==> src/rtl/apb_pkg.sv <==
// Shared constants and state encoding for the APB initiator bridge.
package apb_pkg;

   localparam int unsigned APB_ADDR_W = 32;
   localparam int unsigned APB_DATA_W = 32;

   // Value driven on pprot whenever no transfer has been loaded yet.
   localparam logic [2:0] APB_PPROT_DEFAULT = 3'b000;

   typedef enum logic [1:0] {
      ST_IDLE   = 2'd0,
      ST_SETUP  = 2'd1,
      ST_ACCESS = 2'd2,
      ST_RESP   = 2'd3
   } apb_state_e;

endpackage : apb_pkg

==> src/rtl/apb_timeout_ctr.sv <==
// ACCESS-phase wait counter for the APB bridge.
// Compiled only when APB_TIMEOUT_EN is defined; expired_o fires on the wait
// cycle that would bring the count to LIMIT (LIMIT must be at least 1).
`ifdef APB_TIMEOUT_EN
module apb_timeout_ctr #(
   parameter int unsigned LIMIT = 255
) (
   input  logic clock,
   input  logic reset,
   input  logic clear_i,
   input  logic enable_i,
   output logic expired_o
);

   localparam int unsigned CNT_W = ($clog2(LIMIT + 1) > 8) ? $clog2(LIMIT + 1) : 8;

   logic [CNT_W-1:0] cnt_q;
   logic [CNT_W-1:0] cnt_d;

   // Next count: clear on SETUP, step on every stalled ACCESS cycle.
   always_comb begin
      cnt_d = cnt_q;
      if (clear_i) begin
         cnt_d = '0;
      end else if (enable_i) begin
         cnt_d = cnt_q + CNT_W'(1);
      end
   end

   // Count register.
   always_ff @(posedge clock) begin
      if (reset) begin
         cnt_q <= '0;
      end else begin
         cnt_q <= cnt_d;
      end
   end

   assign expired_o = enable_i && (cnt_q == CNT_W'(LIMIT - 1));

endmodule : apb_timeout_ctr
`endif

==> src/rtl/apb_master_bridge.sv <==
// Valid/ready request/response to APB4 initiator bridge, one transfer in flight.
// Optional ACCESS-phase timeout abort is enabled with the APB_TIMEOUT_EN macro.
module apb_master_bridge
   import apb_pkg::*;
#(
   parameter int unsigned ADDR_W         = APB_ADDR_W,
   parameter int unsigned DATA_W         = APB_DATA_W,
   parameter int unsigned TIMEOUT_CYCLES = 255
) (
   input  logic                clock,
   input  logic                reset,
   input  logic                req_valid,
   output logic                req_ready,
   input  logic [ADDR_W-1:0]   req_addr,
   input  logic                req_write,
   input  logic [DATA_W-1:0]   req_wdata,
   input  logic [DATA_W/8-1:0] req_wstrb,
   input  logic [2:0]          req_prot,
   output logic                resp_valid,
   input  logic                resp_ready,
   output logic [DATA_W-1:0]   resp_rdata,
   output logic                resp_err,
   output logic [ADDR_W-1:0]   out_paddr,
   output logic                out_psel,
   output logic                out_penable,
   output logic [2:0]          out_pprot,
   output logic                out_pwrite,
   output logic [DATA_W-1:0]   out_pwdata,
   output logic [DATA_W/8-1:0] out_pstrb,
   input  logic                out_pready,
   input  logic [DATA_W-1:0]   out_prdata,
   input  logic                out_pslverr
);

   localparam int unsigned STRB_W = DATA_W / 8;

   apb_state_e          state_q,  state_d;
   logic [ADDR_W-1:0]   paddr_q,  paddr_d;
   logic                pwrite_q, pwrite_d;
   logic [DATA_W-1:0]   pwdata_q, pwdata_d;
   logic [STRB_W-1:0]   pstrb_q,  pstrb_d;
   logic [2:0]          pprot_q,  pprot_d;
   logic [DATA_W-1:0]   rdata_q,  rdata_d;
   logic                err_q,    err_d;
   logic                timeout_hit;

`ifdef APB_TIMEOUT_EN
   apb_timeout_ctr #(
      .LIMIT (TIMEOUT_CYCLES)
   ) u_timeout (
      .clock     (clock),
      .reset     (reset),
      .clear_i   (state_q == ST_SETUP),
      .enable_i  ((state_q == ST_ACCESS) && !out_pready),
      .expired_o (timeout_hit)
   );
`else
   // Without the counter a stalled slave is waited on forever.
   assign timeout_hit = 1'b0;
`endif

   // Next-state and next-register logic for the transfer FSM.
   // NOTE: every _d gets its hold value first, so no path leaves it unassigned and no latch is inferred.
   always_comb begin
      state_d  = state_q;
      paddr_d  = paddr_q;
      pwrite_d = pwrite_q;
      pwdata_d = pwdata_q;
      pstrb_d  = pstrb_q;
      pprot_d  = pprot_q;
      rdata_d  = rdata_q;
      err_d    = err_q;
      unique case (state_q)
         ST_IDLE: begin
            if (req_valid) begin
               paddr_d  = req_addr;
               pwrite_d = req_write;
               pwdata_d = req_wdata;
               pstrb_d  = req_write ? req_wstrb : '0;
               pprot_d  = req_prot;
               state_d  = ST_SETUP;
            end
         end
         ST_SETUP: begin
            state_d = ST_ACCESS;
         end
         ST_ACCESS: begin
            // A completing slave takes priority over a timeout on the same edge.
            if (out_pready) begin
               rdata_d  = pwrite_q ? '0 : out_prdata;
               err_d    = out_pslverr;
               pwrite_d = 1'b0;
               pstrb_d  = '0;
               state_d  = ST_RESP;
            end else if (timeout_hit) begin
               rdata_d  = '0;
               err_d    = 1'b1;
               pwrite_d = 1'b0;
               pstrb_d  = '0;
               state_d  = ST_RESP;
            end
         end
         ST_RESP: begin
            if (resp_ready) begin
               state_d = ST_IDLE;
            end
         end
         default: begin
            state_d = ST_IDLE;
         end
      endcase
   end

   // State and datapath registers with synchronous reset.
   // NOTE: sequential state uses non-blocking assignments so every register samples pre-edge values.
   always_ff @(posedge clock) begin
      if (reset) begin
         state_q  <= ST_IDLE;
         paddr_q  <= '0;
         pwrite_q <= 1'b0;
         pwdata_q <= '0;
         pstrb_q  <= '0;
         pprot_q  <= APB_PPROT_DEFAULT;
         rdata_q  <= '0;
         err_q    <= 1'b0;
      end else begin
         state_q  <= state_d;
         paddr_q  <= paddr_d;
         pwrite_q <= pwrite_d;
         pwdata_q <= pwdata_d;
         pstrb_q  <= pstrb_d;
         pprot_q  <= pprot_d;
         rdata_q  <= rdata_d;
         err_q    <= err_d;
      end
   end

   assign req_ready   = (state_q == ST_IDLE);
   assign resp_valid  = (state_q == ST_RESP);
   assign resp_rdata  = rdata_q;
   assign resp_err    = err_q;
   assign out_psel    = (state_q == ST_SETUP) || (state_q == ST_ACCESS);
   assign out_penable = (state_q == ST_ACCESS);
   assign out_paddr   = paddr_q;
   assign out_pwrite  = pwrite_q;
   assign out_pwdata  = pwdata_q;
   assign out_pstrb   = pstrb_q;
   assign out_pprot   = pprot_q;

endmodule : apb_master_bridge

==> config.mk <==
export PLATFORM = sky130hd
export DESIGN_NAME = apb_master_bridge
export DESIGN_NICKNAME = d
export VERILOG_FILES = /design/src/rtl/apb_pkg.sv /design/src/rtl/apb_timeout_ctr.sv /design/src/rtl/apb_master_bridge.sv
export SDC_FILE = /design/constraint.sdc
export NUM_CORES = 1
export LEC_CHECK = 0
export BUFFER_PORTS_ARGS = -buffer_cell sky130_fd_sc_hd__buf_4
export CAP_MARGIN = 25
export CORE_MARGIN = 4
export CORE_UTILIZATION = 50
export CTS_BUF_LIST = sky130_fd_sc_hd__clkbuf_8
export DETAILED_ROUTE_END_ITERATION = 8
export PLACE_DENSITY = 0.89
export SLEW_MARGIN = 0
export SYNTH_ARGS = -nofsm -noshare
export SYNTH_HDL_FRONTEND = slang
export SYNTH_SLANG_ARGS = --single-unit
==> constraint.sdc <==
create_clock -name clock -period 2.85 [get_ports clock]
set_input_delay 0.57 -clock clock [delete_from_list [all_inputs] [get_ports clock]]
set_output_delay 0.57 -clock clock [all_outputs]
set_load 0.02 [all_outputs]
==> summary.md <==
## Status
* complete, no violations — status

## Layout
* 799 — final-stage net count
* 0.00587 mm2 — final non-filler cell area
* 0 — antenna diode count
* 45.7% — synth-to-layout area growth
* 576 — fillcell total
* 35.4% — fraction of layout instances using a drive strength above 1

## Clocking
* 3 — deepest level of the CTS H-tree
* 0 — number of instances resized during post-cts repair
* 9 — number of clock buffers inserted by TritonCTS
* 0 — number of buffers added for setup after CTS
* 107 — Clock Sinks
* 0.35 ns — later-pin clock latency in the skew report
* 2 — worst-case clock buffer depth
* 0.10 ns — Clock transition at path regs
* clkbuf_8 — CTS root buf
* done — CTS tree
* 0 — total of hold buffers inserted after clock tree synthesis

## Critical path
* flop — Critical Path Source Type
* 2.28 ns — required time at the worst-slack endpoint
* reg2out — startpoint-to-endpoint class of the critical path
* 5 — Max Fanout on Critical Path
* 1.34 ns — data arrival at the endpoint of the critical path
* output port — CP endpoint kind

## STA
* 0 — Final setup viols
* 1.91 ns — clock period minus final worst setup slack
* 0.706 ns — transition time at the pin with the least slew margin
* 524 MHz — Max Clock Freq
* 0.451 ns — hold slack
* 66.9% — share of the clock period used by the worst path
* 0.0115 ns — clock skew after layout
* 0 ns — TNS Setup
* 0 — final hold violation count
* 0 — Max Transition Viols Final
* 52.9% — worst slew margin relative to its limit
* no — RSZ-0062 raised after global routing

## Floorplan
* 32 — count of standard-cell rows
* 0.00956 mm2 — Total Die Area
* 219 — Top-Level Pins
* 51.9% — Initial Util
* 97.8 um — die width
* 0.00777 mm2 — placeable core region
* 97.8 um — Die Height

## Synthesis
* 8.24 um2 — synthesized area per cell
* dfxtp_1 — commonest register cell after synthesis
* simple AND/OR/NAND/NOR gates — main combinational cell family by area after synthesis
* 489 — cells after synthesis
* 53.2% — post-synthesis sequential area ratio
* 0% — XOR/XNOR Fraction of Synth Area
* 14.0% — fraction of the mapped netlist area in compound gates
* 25.3% — synthesized-area fraction occupied by and/or/nand/nor cells
* 0% — asr flop ratio synth
* 23 — Distinct cells, synth
* 0.776% — proportion of synthesized area in mux cells
* 0 — number of enable flip-flop cells after synthesis
* 1.55% — synthesized-area fraction occupied by adder cells
* 107 — count of state elements after synthesis
* 604 — nets in the synthesized netlist
* 0 — synthesis warning total
* 0.00403 mm2 — summed instance area of the synthesized netlist

## Route
* 5 — TritonRoute pass-1 iters
* 5.14 — per-cell via count in the routed design
* 0 — final antenna-violating net count
* 15.0 um — wire per inst
* 177 — violation count after the first detailed-routing iteration
* 4068 — vias post-DR
* 11.9 mm — DRT Wirelength
* 0 — drt drc

## Place
* 0.838 — routability cong.
* 8.67 mm — HPWL Detailed
* 218 — IO buf count
* 0.00567 mm2 — post-place instance area

## Global route
* 23.7% — combined global-route utilization of all metal layers
* 0 — total global routing overflow
* 72 — pin count of the biggest net entering global routing
* 3934 — vias in the first global route
* 18.8 mm — global-route wire length before repair
* 0 — antenna violations before repair

## Worst hold path
* in2reg — Hold/Removal Path Class

## Pwr
* 2.56 nW — leakage power of the design
* 810 mW/mm2 — Pwr per Cell Area
* 0.00475 W — post-layout power
* 515 uV — worst supply voltage drop on vdd

## Job
* 0 — max capacitance violation total

stage by stage:
stage | worst slack (ns) | instances | utilization (%)
after floorplan | 1.36 | 489 | -
after global placement | 1.04 | 775 | 73.0
after detailed placement | 0.986 | 775 | 73.0
after CTS | 0.938 | 791 | 75.6
after global routing | 0.854 | 791 | 75.6
final | 0.942 | 791 | 75.6
cells by family after synthesis:
family | Yosys count
flops | 107
mux | 3
simple gates | 218
fa+ha+maj | 5
compound gates | 112
buf+inv | 44
power breakdown:
group | internal, W | switching [W] | leakage [nW]
Sequential | 0.00175 | 0.000149 | 0.873
Clock | 0.000430 | 0.000492 | 0.0999
Combinational | 0.000779 | 0.00115 | 1.59
registers in the layout, indices dropped and copies added (netlist names):
| signal | cells |
|---|---|
| out_paddr | 32 |
| out_pwdata | 32 |
| resp_rdata | 32 |
| out_pstrb | 4 |
| out_pprot | 3 |
| state_q | 2 |
| out_pwrite | 1 |
| resp_err | 1 |
routing by layer:
layer	part of all wire (%)	GRT usage, %	routed length [um]	up-vias
met4	2.5	8.95	300	0
met3	8.6	8.07	1020	22
met1	37	26.6	4370	1871
met5	0	0	0	-
li1	-	-	-	2014
met2	52	41.6	6170	161
cell usage in the layout, fill, tap and decap left out, drive strengths merged:
cell type	count
a21oi	105
o21bai	1
nand4	4
bufinv	1
nand2	171
clkbuf	10
clkinv	2
o21ai	5
mux2i	2
nand4b	32
clkinvlp	2
dfxtp	107
ha	5
nand3	2
nor2b	5
and2	1
or4	1
buf	225
nand2b	1
inv	4
nor3	1
mux2	1
o31ai	1
area by class of cell:
cell class / count / area (um2) / area share [%]
Clock buffer: 10 / 138 / 2.34
Clock inverter: 6 / 66.3 / 1.13
Inverter: 3 / 11.3 / 0.192
Multi-Input combinational cell: 338 / 1680 / 28.7
Sequential cell: 107 / 2140 / 36.5
Tap cell: 102 / 128 / 2.17
Timing Repair Buffer: 225 / 1700 / 29.0
worst max-delay path, stage by stage (launching register included):
cell	delay (ns)
dfxtp_1	0.42
inv_1	0.10
ha_1	0.30
buf_4	0.17
worst paths after layout:
path,depth (start not counted),start,slack (ns),endpoint
worst max-delay path,3,state_q[1],0.94,out_psel
worst min-delay path,3,req_addr[1],0.45,out_paddr[1]
worst min register to register,2,resp_rdata[12],0.46,resp_rdata[12]
worst max register to register,6,state_q[0],1.00,out_pwdata[17]
Yosys cell counts, drive strengths merged, types with 2 or more instances:
| library cell | instances | area, um2 |
|---|---|---|
| a21oi | 105 | 526 |
| buf | 20 | 116 |
| clkbuf | 21 | 78.8 |
| dfxtp | 107 | 2140 |
| ha | 5 | 62.6 |
| inv | 3 | 11.3 |
| mux2i | 2 | 20.0 |
| nand2 | 171 | 642 |
| nand3 | 2 | 10.0 |
| nand4 | 4 | 25.0 |
| nand4b | 32 | 280 |
| nor2b | 5 | 38.8 |
| o21ai | 5 | 25.0 |
Power figures use the tool's default switching activity.
